`src/rtl/config_loader_pkg.sv`:
```
// Shared sizing constants and sequencer state encoding for the tile
// configuration loader.
package config_loader_pkg;

   localparam int DATA_W    = 32;
   localparam int NUM_WORDS = 35;
   localparam int IDX_W     = 6;
   localparam int CFG_W     = DATA_W * NUM_WORDS;

   typedef enum logic [2:0] {
      S_IDLE,
      S_WAIT_WORD,
      S_SETUP,
      S_STROBE,
      S_HOLD,
      S_DONE
   } state_t;

endpackage

```
`src/rtl/config_loader_onehot_decoder.sv`:
```
// Index-to-one-hot latch enable decoder; all outputs forced low when i_en=0.
module onehot_decoder
   import config_loader_pkg::*;
#(
   parameter int SEL_W   = IDX_W,
   parameter int NUM_OUT = NUM_WORDS
) (
   input  logic [SEL_W-1:0]   i_idx,
   input  logic               i_en,
   output logic [NUM_OUT-1:0] o_onehot
);

   for (genvar g = 0; g < NUM_OUT; g++) begin : g_dec
      assign o_onehot[g] = i_en && (i_idx == SEL_W'(g));
   end

endmodule

```
`src/rtl/config_loader.sv`:
```
// Sequences 32-bit config words into a transparent-latch bank, keeping the
// data bus stable for a full cycle on each side of every enable pulse.
module config_loader
   import config_loader_pkg::*;
(
   input  logic                 clk,
   input  logic                 reset,
   input  logic                 io_start,
   input  logic                 io_in_valid,
   output logic                 io_in_ready,
   input  logic [DATA_W-1:0]    io_in_bits,
   output logic [DATA_W-1:0]    io_d_out,
   output logic [NUM_WORDS-1:0] io_configs_en,
   output logic                 io_busy,
   output logic                 io_done
);

   state_t                r_state;
   state_t                w_state_nxt;
   logic [IDX_W-1:0]      r_index;
   logic [IDX_W-1:0]      w_index_nxt;
   logic                  w_accept;
   logic                  w_last;
   logic [NUM_WORDS-1:0]  w_en_nxt;

   logic                  r_ready;
   logic                  r_busy;
   logic                  r_done;
   logic [DATA_W-1:0]     r_d_out;
   logic [NUM_WORDS-1:0]  r_en;

   assign w_accept = (r_state == S_WAIT_WORD) && r_ready && io_in_valid;
   assign w_last   = (r_index == IDX_W'(NUM_WORDS - 1));

   always_ff @(posedge clk) begin
      if (!reset) begin
         r_state <= S_IDLE;
         r_index <= '0;
      end else begin
         r_state <= w_state_nxt;
         r_index <= w_index_nxt;
      end
   end

   always_comb begin
      w_state_nxt = r_state;
      w_index_nxt = r_index;
      case (r_state)
         S_IDLE, S_DONE: begin
            if (io_start) begin
               w_state_nxt = S_WAIT_WORD;
               w_index_nxt = '0;
            end
         end
         S_WAIT_WORD: begin
            if (w_accept) w_state_nxt = S_SETUP;
         end
         S_SETUP:  w_state_nxt = S_STROBE;
         S_STROBE: w_state_nxt = S_HOLD;
         S_HOLD: begin
            // Index saturates at the last slice; it is only reloaded by a start.
            if (w_last) begin
               w_state_nxt = S_DONE;
            end else begin
               w_state_nxt = S_WAIT_WORD;
               w_index_nxt = r_index + IDX_W'(1);
            end
         end
         default: w_state_nxt = S_IDLE;
      endcase
   end

   // Index is unchanged from SETUP through STROBE, so decoding against the
   // next state yields a registered enable aligned with the STROBE cycle.
   onehot_decoder #(
      .SEL_W   (IDX_W),
      .NUM_OUT (NUM_WORDS)
   ) u_dec (
      .i_idx    (r_index),
      .i_en     (w_state_nxt == S_STROBE),
      .o_onehot (w_en_nxt)
   );

   always_ff @(posedge clk) begin
      if (!reset) begin
         r_ready <= 1'b0;
         r_busy  <= 1'b0;
         r_done  <= 1'b0;
         r_d_out <= '0;
         r_en    <= '0;
      end else begin
         r_ready <= (w_state_nxt == S_WAIT_WORD);
         r_busy  <= (w_state_nxt inside {S_WAIT_WORD, S_SETUP, S_STROBE, S_HOLD});
         r_done  <= (w_state_nxt == S_DONE);
         r_en    <= w_en_nxt;
         if (w_accept) r_d_out <= io_in_bits;
      end
   end

   assign io_in_ready   = r_ready;
   assign io_busy       = r_busy;
   assign io_done       = r_done;
   assign io_d_out      = r_d_out;
   assign io_configs_en = r_en;

endmodule
```
`config.mk`:
```
export PLATFORM = sky130hd
export DESIGN_NAME = config_loader
export DESIGN_NICKNAME = d
export VERILOG_FILES = /design/src/rtl/config_loader_pkg.sv /design/src/rtl/config_loader_onehot_decoder.sv /design/src/rtl/config_loader.sv
export SDC_FILE = /design/constraint.sdc
export NUM_CORES = 1
export LEC_CHECK = 0
export ABC_AREA = 1
export BUFFER_PORTS_ARGS = -buffer_cell sky130_fd_sc_hd__buf_2
export CORE_MARGIN = 2
export CORE_UTILIZATION = 45
export CTS_BUF_LIST = sky130_fd_sc_hd__clkbuf_8
export DETAILED_ROUTE_END_ITERATION = 7
export GPL_TIMING_DRIVEN = 1
export PLACE_DENSITY = 0.74
export SYNTH_ARGS = -nofsm -noshare
export SYNTH_HDL_FRONTEND = slang
export SYNTH_SLANG_ARGS = --single-unit
```
`constraint.sdc`:
```
create_clock -name clk -period 2.1 [get_ports clk]
set_input_delay 0.63 -clock clk [delete_from_list [all_inputs] [get_ports clk]]
set_output_delay 0.63 -clock clk [all_outputs]
set_load 0.01 [all_outputs]
```
==> qor.yml, run 1 <==
gp_congestion: 0.9044
final-hold-violation-count: 0
overflow: 0
ys_seq_elements: 79
port_buffers: 105
io_pins: 106
avgSynthCellArea_sq_um: 8.492
endpoint_kind: "flip-flop"
setup-tns-final_ns: 0
ys_top_cells_by_area: "dfxtp_1, nor2_1, o21ai_0, nand3_1, nand2_1"
fmax_ghz: 0.6277
hold_class: "in -> reg"
ff2ff_path_depth: 10
whs_endpoint: "io_d_out[20]$_SDFFE_PN0P_"
synth_area_leader_cell: "dfxtp_1"
clkTransAtPathRegs_ns: 0.08
synth_xor_area_frac: 0.006270
max_slew_margin: 0.7893
dpl.hpwl_um: 4312
arrival_ns: 1.83
hold_buffers: 0
ys_seq_area_frac: 0.5661
cts-resized-gates: 0
crit_fanout: 7
period_share: 0.7587
row_count: 28
drv_slew: 0
route.detailed.drc: 0
rsz0062_at_grt: "no"
synth-adder-area-share: 0.01791
die_area_sq_um: 6855
drtIter0Drc: 103
synth_top_family_by_area: "simple AND/OR/NAND/NOR gates"
finalWirelength_um: 6155
dr.pass1.iters: 5
drive_gt1_frac: 0.3129
cts_tree: "built"
cts_buffers: 9
ys_types: 26
cts_setup_buffers: 0
fp.dieW_um: 82.80
powerDensity_nw_per_um2: 855.6
hold_ws_ns: 0.5080
fin_skew_ns: 0.006167
vias_per_cell: 4.661
worst-r2r-setup-slack_ns: 0.51
antenna_found_initial: 0
synthMuxAreaShare: 0
cts_sinks: 79
hold_start: "io_in_bits[20]"
clockRootBuffer: "clkbuf_8"
final_common_cell: "nor2_1"
status: "finished clean"
mostFrequentLayoutCells: "nor2_1, buf_2, dfxtp_1, o21ai_0, nand2_1"
synth.net_count: 369
grt_start_max_net_pins: 33
netlist_area_sq_um: 2794
grt_pass1_vias: 2201
grt_pass1_wl_um: 10040
initial_core_util: 0.4691
worstMarginPinSlew_ns: 0.3160
cts.path.max_buffers: 2
core-area_sq_um: 5956
antennaDiodeCount: 0
synth_warnings: 0
final_antenna_net_count: 0
grt_usage: 0.1920
nNetsFinal: 476
start_kind: "flip-flop"
syn_inst: 329
worstSetupPathType: "reg -> reg"
fill_cells: 555
synth_compound_area_frac: 0.07971
leakage_nw: 1.753
r2r-end: "r_state[2]$_SDFF_PN0_"
cap_violations: 0
rr_startpoint: "r_index[0]$_SDFFE_PN0P_"
finalCriticalPeriod_ns: 1.593
min_delay_path_depth: 3
die_h_um: 82.80
crit_required_ns: 2.34
synthSimpleGateAreaFrac: 0.2691
setup_viol_count_final: 0
synth.top_cell.area_share: 0.5661
h-tree-depth: 3
num_vias: 2405
clock_latency_ns: 0.34
peakVddDrop_mv: 0.5900
area_delta_synth_final_pct: 27.99
wl_per_cell_um: 11.93
-- power breakdown --
part,leakage [nW],switching [mW],total (mW),internal (mW)
registers,0.639,0.0267,1.57,1.55
clock network,0.122,0.514,1.24,0.724
logic,0.992,0.150,0.247,0.0976
total,1.75,0.690,3.06,2.37
-- critical path: stages, from the launching register on --
cell and delay [ns]:
dfxtp_1 0.45, inv_1 0.13, ha_1 0.27, nand2_2 0.11, nor2_1 0.05, nand2_2 0.13
nand2_1 0.09, nor2_1 0.12, inv_1 0.07, nand2_1 0.05, inv_1 0.03
-- cells in the mapped netlist --
cell type / count
a21oi_1: 7
a21oi_4: 1
a31oi_1: 1
buf_1: 1
buf_2: 4
buf_4: 1
buf_6: 5
clkbuf_1: 3
clkinv_1: 1
dfxtp_1: 79
ha_1: 4
inv_1: 14
inv_2: 4
nand2_1: 22
nand2_2: 2
nand2_4: 2
nand3_1: 19
nand3_2: 1
nand4_1: 7
nand4_4: 2
nor2_1: 112
nor2_2: 1
nor3_4: 1
o21ai_0: 33
xnor2_1: 1
xor2_1: 1
-- state kept, by name, summed over array words and instances (netlist names) --
signal and flops:
io_in_ready 1, io_busy 1, r_state 3, io_d_out 32
io_configs_en 35, io_done 1, r_index 6
-- worst max-delay path by stage --
stage	from	slack, ns	end	cells past startpoint
floorplan	io_in_valid	0.63	io_d_out[0]$_SDFFE_PN0P_	6
global placement	io_in_valid	0.51	io_d_out[10]$_SDFFE_PN0P_	6
detailed placement	io_in_valid	0.47	io_d_out[10]$_SDFFE_PN0P_	6
CTS	r_index[0]$_SDFFE_PN0P_	0.50	io_busy$_SDFF_PN0_	9
global route	r_index[0]$_SDFFE_PN0P_	0.36	r_state[2]$_SDFF_PN0_	10
finish	r_index[0]$_SDFFE_PN0P_	0.51	r_state[2]$_SDFF_PN0_	10
-- cell type report --
type / instances / area, sq um / area share
clock buffer: 11 / 151.4 / 0.04234
tap: 75 / 93.84 / 0.02624
timing repair buffer: 110 / 563.0 / 0.1575
sequential: 79 / 1582 / 0.4423
multi-input combinational: 217 / 1042 / 0.2915
clock inverter: 5 / 72.57 / 0.02029
inverter: 19 / 71.32 / 0.01994
-- cells by family after synthesis --
group,Yosys count
AO/OA/AOI/OAI,42
XOR/XNOR,2
adder cells (fa/ha/maj),4
buffers and inverters,33
flip-flops,79
AND/OR/NAND/NOR,169
-- per-layer routing --
layer	wire, um	GRT usage
met1	2770	0.2476
met2	2779	0.2919
met3	514	0.06494
met4	91	0.08361
met5	0	0
-- stage by stage --
stage                     worst slack, ns  utilization  instances  area, sq um  power (mW)
after CTS                          0.4969       0.6004        516         3576       3.091
after global placement             0.5149       0.5628        500         3352       1.852
final                              0.5068       0.6004        516         3576       3.060
after global routing               0.3595       0.6004        516         3576       3.201
after floorplan                    0.6306            -        329         2794       1.756
after detailed placement           0.4742       0.5628        500         3352       1.856
(Power assumes the default switching activity.)
==> inputs of run 2 (changes only) <==
--- a/config.mk
+++ b/config.mk
@@ -5,14 +5,14 @@
 export SDC_FILE = /design/constraint.sdc
 export NUM_CORES = 1
 export LEC_CHECK = 0
-export ABC_AREA = 1
+export ABC_AREA = 0
 export BUFFER_PORTS_ARGS = -buffer_cell sky130_fd_sc_hd__buf_2
 export CORE_MARGIN = 2
 export CORE_UTILIZATION = 45
 export CTS_BUF_LIST = sky130_fd_sc_hd__clkbuf_8
 export DETAILED_ROUTE_END_ITERATION = 7
 export GPL_TIMING_DRIVEN = 1
-export PLACE_DENSITY = 0.74
+export PLACE_DENSITY = 0.77
 export SYNTH_ARGS = -nofsm -noshare
 export SYNTH_HDL_FRONTEND = slang
 export SYNTH_SLANG_ARGS = --single-unit
==> constraint.sdc (replaced) <==
create_clock -name clk -period 1.3 [get_ports clk]
set_input_delay 0.39 -clock clk [delete_from_list [all_inputs] [get_ports clk]]
set_output_delay 0.39 -clock clk [all_outputs]
set_load 0.01 [all_outputs]
==> qor.yml, run 2 <==
cts.path.max_buffers: 2
vias_per_cell: 5.099
synth.net_count: 351
row_count: 28
peakVddDrop_mv: 0.7234
p_total_mw: 5.010
drive_gt1_frac: 0.6173
drtIter0Drc: 154
finalWirelength_um: 8744
area_delta_synth_final_pct: 66.94
cts_sinks: 79
hold_buffers: 0
setup-tns-final_ns: -9.161
largest_register_ffs: 35
max_slew_margin: 0.7741
synth-adder-area-share: 0.01799
slowest_stage: "or4_4"
arrival_ns: 2.02
synth_top_family_by_area: "simple AND/OR/NAND/NOR gates"
grt_pass1_vias: 2513
status: "finished, violations left"
fill_cells: 363
fp.dieW_um: 82.62
clkTransAtPathRegs_ns: 0.09
hold_class: "in -> reg"
synth_commonest_cells: "dfxtp_1, nand2_1, nor2_1"
synthMuxAreaShare: 0.003599
antennaDiodeCount: 0
drv_slew: 0
clockRootBuffer: "clkbuf_8"
path_buf_inv: 1
io_pins: 106
clock_latency_ns: 0.35
ys.flop_type: "dfxtp_1"
crit_fanout: 2
hold_ws_ns: 0.2702
setup_ws_ns: -0.4294
period_share: 1.330
route.detailed.drc: 0
ys_types: 38
synth_xor_area_frac: 0.01574
slowest_delay_ns: 0.49
synth_edf_count: 0
wl_per_cell_um: 15.96
netlist_area_sq_um: 2781
dr.pass1.iters: 4
grt_usage: 0.2308
final-hold-violation-count: 0
worstMarginPinSlew_ns: 0.3389
placed_area_sq_um: 3600
stdcell_area_sq_um: 4643
ys_top_cells_by_area: "dfxtp_1, nand2_1, a21boi_0, nor2_1, a21boi_1"
endpoint_kind: "flip-flop"
final_util: 0.7796
critical-path-top-delay-family: "simple AND/OR/NAND/NOR gates"
cap_violations: 0
start_kind: "flip-flop"
synthSimpleGateAreaFrac: 0.2339
powerDensity_nw_per_um2: 1079
ys_seq_elements: 79
ys_seq_area_frac: 0.5686
crit_chain: "inv_2, ha_4, nor2b_4, a311oi_2, o21ai_2, or4_4, a21oi_2"
dpl.hpwl_um: 4652
die_h_um: 82.62
gp_congestion: 0.8713
final_common_cell: "buf_2"
rsz0062_at_grt: "yes"
fmax_ghz: 0.5782
async_flop_share: 0
fin_skew_ns: 0.005714
cts_buffers: 9
synth.top_cell.area_share: 0.5686
leakage_nw: 2.045
violations: "negative setup slack"
synth_compound_area_frac: 0.1318
synth_warnings: 0
overflow: 0
finalCriticalPeriod_ns: 1.729
final_antenna_net_count: 0
mostFrequentLayoutCells: "buf_2, dfxtp_1, nand2_1, nand2_2, buf_4"
setup_viol_count_final: 71
num_vias: 2794
grt_start_max_net_pins: 40
worstSetupPathType: "reg -> reg"
core-area_sq_um: 5956
cts_tree: "built"
h-tree-depth: 3
crit_required_ns: 1.59
die_area_sq_um: 6826
syn_inst: 311
antenna_found_initial: 0
initial_core_util: 0.4670
port_buffers: 105
grt_pass1_wl_um: 11670
avgSynthCellArea_sq_um: 8.943
nNetsFinal: 508
synth_area_leader_cell: "dfxtp_1"
==> run 2: cell count changes after synthesis, sizes merged, moves of 5 or more <==
| cell | change |
|---|---|
| nand2 | +53 |
| clkbuf | +11 |
| nand3 | -17 |
| buf | -9 |
| nor2 | -68 |
| o21ai | -28 |
| nor2b | +5 |
| and3 | +5 |
| a21boi | +32 |
| nand4 | -6 |
| inv | -15 |
==> run 2: power by group <==
part	switching [mW]	leakage, nW	internal, mW
logic	0.252	1.30	0.266
clock network	0.934	0.105	1.08
registers	0.0238	0.642	2.45
==> run 2: worst register-to-register path, cell delays in order (launching register included) <==
cell      delay [ns]
dfxtp_2         0.34
inv_2           0.05
ha_4            0.15
nor2b_4         0.12
a311oi_2        0.30
o21ai_2         0.11
or4_4           0.49
a21oi_2         0.12
==> run 2: timing repair <==
action	in CTS	in global routing
resized for setup	54	118
gates cloned	6	0
endpoints found under the setup margin	60	74
setup buffers	16	14
pin swaps	37	86
==> run 2: worst paths after layout <==
kind / start / end / slack [ns] / cells past startpoint
worst max-delay path: r_index[0]$_SDFFE_PN0P_ / r_index[5]$_SDFFE_PN0P_ / -0.43 / 7
worst min-delay path: io_in_bits[4] / io_d_out[4]$_SDFFE_PN0P_ / 0.27 / 3
worst min register to register: io_d_out[1]$_SDFFE_PN0P_ / io_d_out[1]$_SDFFE_PN0P_ / 0.46 / 2
worst max register to register: r_index[0]$_SDFFE_PN0P_ / r_index[5]$_SDFFE_PN0P_ / -0.43 / 7
==> run 2: cell type report <==
class / count / area [sq um] / share of cell area
multi-input combinational: 216 / 1623 / 0.3495
sequential: 79 / 1598 / 0.3441
timing repair buffer: 159 / 1096 / 0.2361
clock buffer: 9 / 123.9 / 0.02668
clock inverter: 7 / 97.59 / 0.02102
tap: 75 / 93.84 / 0.02021
inverter: 3 / 11.26 / 0.002425
==> run 2: per-stage QoR <==
| stage | setup slack [ns] | instances |
|---|---|---|
| final | -0.4294 | 548 |
| after global routing | -0.4935 | 548 |
| after CTS | -0.4031 | 540 |
| after detailed placement | -0.3965 | 502 |
| after global placement | -0.3074 | 502 |
| after floorplan | -0.3831 | 311 |
==> run 2: cell families (layout without fill, tap and decap cells) <==
kind of cell,after synthesis,after routing
AOI/OAI and AO/OA,50,50
xor gates and xnor gates,5,5
DFF,79,79
buffers and inverters,19,178
muxes,1,1
adders and majority gates,4,4
and+or+nand+nor,153,156
==> run 2: layer usage <==
layer  track usage  wire (um)
met1        0.2607       3534
met2        0.4145       4477
met5             0          0
met3       0.03696        532
met4        0.1230        200
==> inputs of run 3 (changes only) <==
--- a/config.mk
+++ b/config.mk
@@ -12,7 +12,9 @@
 export CTS_BUF_LIST = sky130_fd_sc_hd__clkbuf_8
 export DETAILED_ROUTE_END_ITERATION = 7
 export GPL_TIMING_DRIVEN = 1
-export PLACE_DENSITY = 0.77
+export HOLD_SLACK_MARGIN = 0.12
+export PLACE_DENSITY = 0.75
 export SYNTH_ARGS = -nofsm -noshare
 export SYNTH_HDL_FRONTEND = slang
+export SYNTH_HIERARCHICAL = 1
 export SYNTH_SLANG_ARGS = --single-unit
==> qor.yml, run 3 <==
status: "finished, violations left"
violations: "negative setup slack"
port_buffers: 105
nNetsFinal: 536
die_h_um: 88.01
peakVddDrop_mv: 0.6543
synth_commonest_cells: "dfxtp_1, nand2_1, and2_1"
gp_congestion: 0.7694
row_count: 30
synth_edf_count: 0
ys_top_cells_by_area: "dfxtp_1, nand2_1, and2_1, a21boi_0, nor3_1"
grt_pass1_vias: 2739
mostFrequentLayoutCells: "buf_2, dfxtp_1, nand2_1, buf_4, and2_1"
hold_buffers: 0
min_delay_path_depth: 3
antennaDiodeCount: 0
final_common_cell: "buf_2"
endpoint_kind: "flip-flop"
fmax_ghz: 0.5876
initial_core_util: 0.4674
ys_seq_elements: 79
r2r-end: "r_index[2]$_SDFFE_PN0P_"
p_clk_frac: 0.389
powerDensity_nw_per_um2: 1039
leakage_nw: 2.058
setup-tns-final_ns: -13.79
largest_register_ffs: 35
period_share: 1.309
io_pins: 106
synth_area_leader_cell: "dfxtp_1"
hold_start: "io_in_bits[0]"
die_area_sq_um: 7745
drtIter0Drc: 116
setup_viol_count_final: 74
syn_inst: 348
crit_fanout: 4
ys_types: 42
seqPwrFrac: 0.513
worst-r2r-setup-slack_ns: -0.40
vias_per_cell: 5.022
drv_slew: 0
netlist_area_sq_um: 3176
cts_tree: "built"
setup_ws_ns: -0.4020
grt_pass1_wl_um: 12730
synth.net_count: 386
cap_violations: 0
p_comb_frac: 0.098
clock_latency_ns: 0.35
dr.pass1.iters: 4
wl_per_cell_um: 14.51
h-tree-depth: 3
antenna_found_initial: 0
hold_ws_ns: 0.2713
final_util: 0.6855
drive_gt1_frac: 0.4791
ys_seq_area_frac: 0.4980
p_int_mw: 3.612
async_flop_share: 0
cts_sinks: 79
cts_buffers: 9
worstMarginPinSlew_ns: 0.3605
dpl.hpwl_um: 4924
placed_area_sq_um: 3968
arrival_ns: 1.95
dpl.cell_count: 555
grt_usage: 0.2110
fill_cells: 522
core-area_sq_um: 6794
stdcell_area_sq_um: 4657
rr_startpoint: "r_index[0]$_SDFFE_PN0P_"
num_vias: 3008
start_kind: "flip-flop"
ff2ff_path_depth: 9
crit_required_ns: 1.55
max_slew_margin: 0.7590
finalWirelength_um: 8694
worstSetupPathType: "reg -> reg"
fp.dieW_um: 88.01
grt_start_max_net_pins: 38
finalCriticalPeriod_ns: 1.702
hold_class: "in -> reg"
swShare: 0.2537
whs_endpoint: "io_d_out[0]$_SDFFE_PN0P_"
area_delta_synth_final_pct: 46.65
fin_skew_ns: 0.003965
cts.path.max_buffers: 2
final_antenna_net_count: 0
route.detailed.drc: 0
final-hold-violation-count: 0
avgSynthCellArea_sq_um: 9.125
overflow: 0
synth.most_common_cell: "dfxtp_1"
p_switching_mw: 1.228
stdcell_count: 599
rsz0062_at_grt: "yes"
clockRootBuffer: "clkbuf_8"
synth_warnings: 6
ys.flop_type: "dfxtp_1"
synth.top_cell.area_share: 0.4980
clkTransAtPathRegs_ns: 0.09
==> run 3: cell types whose count changed in the layout (fill, tap and decap cells not counted), sizes merged, moves of 4 or more <==
| cell | previous run | this run |
|---|---|---|
| and2 | 1 | 36 |
| nand3b | 1 | 6 |
| nor4 | 0 | 9 |
| or2 | 5 | 1 |
| or4b | 0 | 5 |
| nand2b | 3 | 9 |
| nand2 | 79 | 72 |
| nor3 | 2 | 20 |
| nor2 | 45 | 15 |
| and3 | 5 | 0 |
| inv | 3 | 7 |
==> run 3: stage by stage <==
step                total power [mW]  worst slack [ns]
floorplan                      2.735           -0.4037
global placement               2.873           -0.3450
detailed placement             2.878           -0.4026
CTS                            4.836           -0.3646
global route                   5.012           -0.4573
finish                         4.840           -0.4020
==> run 3: timing repair <==
action                                  CTS  global route
endpoints found under the hold margin     0             0
cloned                                    5             2
endpoints found under the setup margin   78            78
pin swaps                                19            44
buffers inserted                         14            10
resized for setup                        25            50
==> run 3: area by class of cell <==
cell class | instances | area (sq um) | share of cell area
Tap cell | 96 | 120.1 | 0.02579
Inverter | 4 | 15.01 | 0.003224
Clock inverter | 7 | 80.08 | 0.01720
Multi-Input combinational cell | 244 | 1665 | 0.3576
Timing Repair Buffer | 160 | 1052 | 0.2260
Sequential cell | 79 | 1600 | 0.3436
Clock buffer | 9 | 123.9 | 0.02660
==> run 3: how the worst max path moves through the flow <==
stage | slack [ns] | start | end
3_3_place_gp | -0.35 | r_index[0]$_SDFFE_PN0P_ | r_index[5]$_SDFFE_PN0P_
5_1_grt | -0.46 | r_index[0]$_SDFFE_PN0P_ | r_index[0]$_SDFFE_PN0P_
4_1_cts | -0.36 | r_index[0]$_SDFFE_PN0P_ | r_index[5]$_SDFFE_PN0P_
6_report | -0.40 | r_index[0]$_SDFFE_PN0P_ | r_index[2]$_SDFFE_PN0P_
3_5_place_dp | -0.40 | r_index[0]$_SDFFE_PN0P_ | r_index[5]$_SDFFE_PN0P_
2_1_floorplan | -0.40 | r_index[0]$_SDFFE_PN0P_ | r_index[5]$_SDFFE_PN0P_
==> run 3: kinds of logic after synthesis <==
kind of cell | synth area share
AOI/OAI and AO/OA | 0.1170
xor gates and xnor gates | 0.01379
and+or+nand+nor | 0.3057
buffers and inverters | 0.05752
DFF | 0.4980
adders and majority gates | 0.007879
==> run 3: critical path, stage by stage (launching register included) <==
cell,delay [ns]
dfxtp_4,0.35
inv_2,0.04
ha_4,0.14
nor3b_4,0.14
a311o_2,0.37
buf_4,0.16
buf_6,0.11
a21oi_4,0.12
xnor2_1,0.13
nor2_1,0.05
==> run 3: power by group through the flow <==
stage                     logic (mW)  registers [mW]  clock network (mW)
after floorplan                0.188            2.55                   0
after global placement         0.338            2.53                   0
after detailed placement       0.342            2.54                   0
after CTS                      0.432            2.48                1.92
after global routing           0.512            2.49                2.01
final                          0.476            2.48                1.88
==> run 3: per-layer routing <==
layer,up-vias,routed length (um),global-route usage
li1,1470,-,-
met1,1414,3603,0.2523
met2,107,4366,0.3595
met3,17,560,0.06221
met4,0,163,0.07692
met5,-,0,0
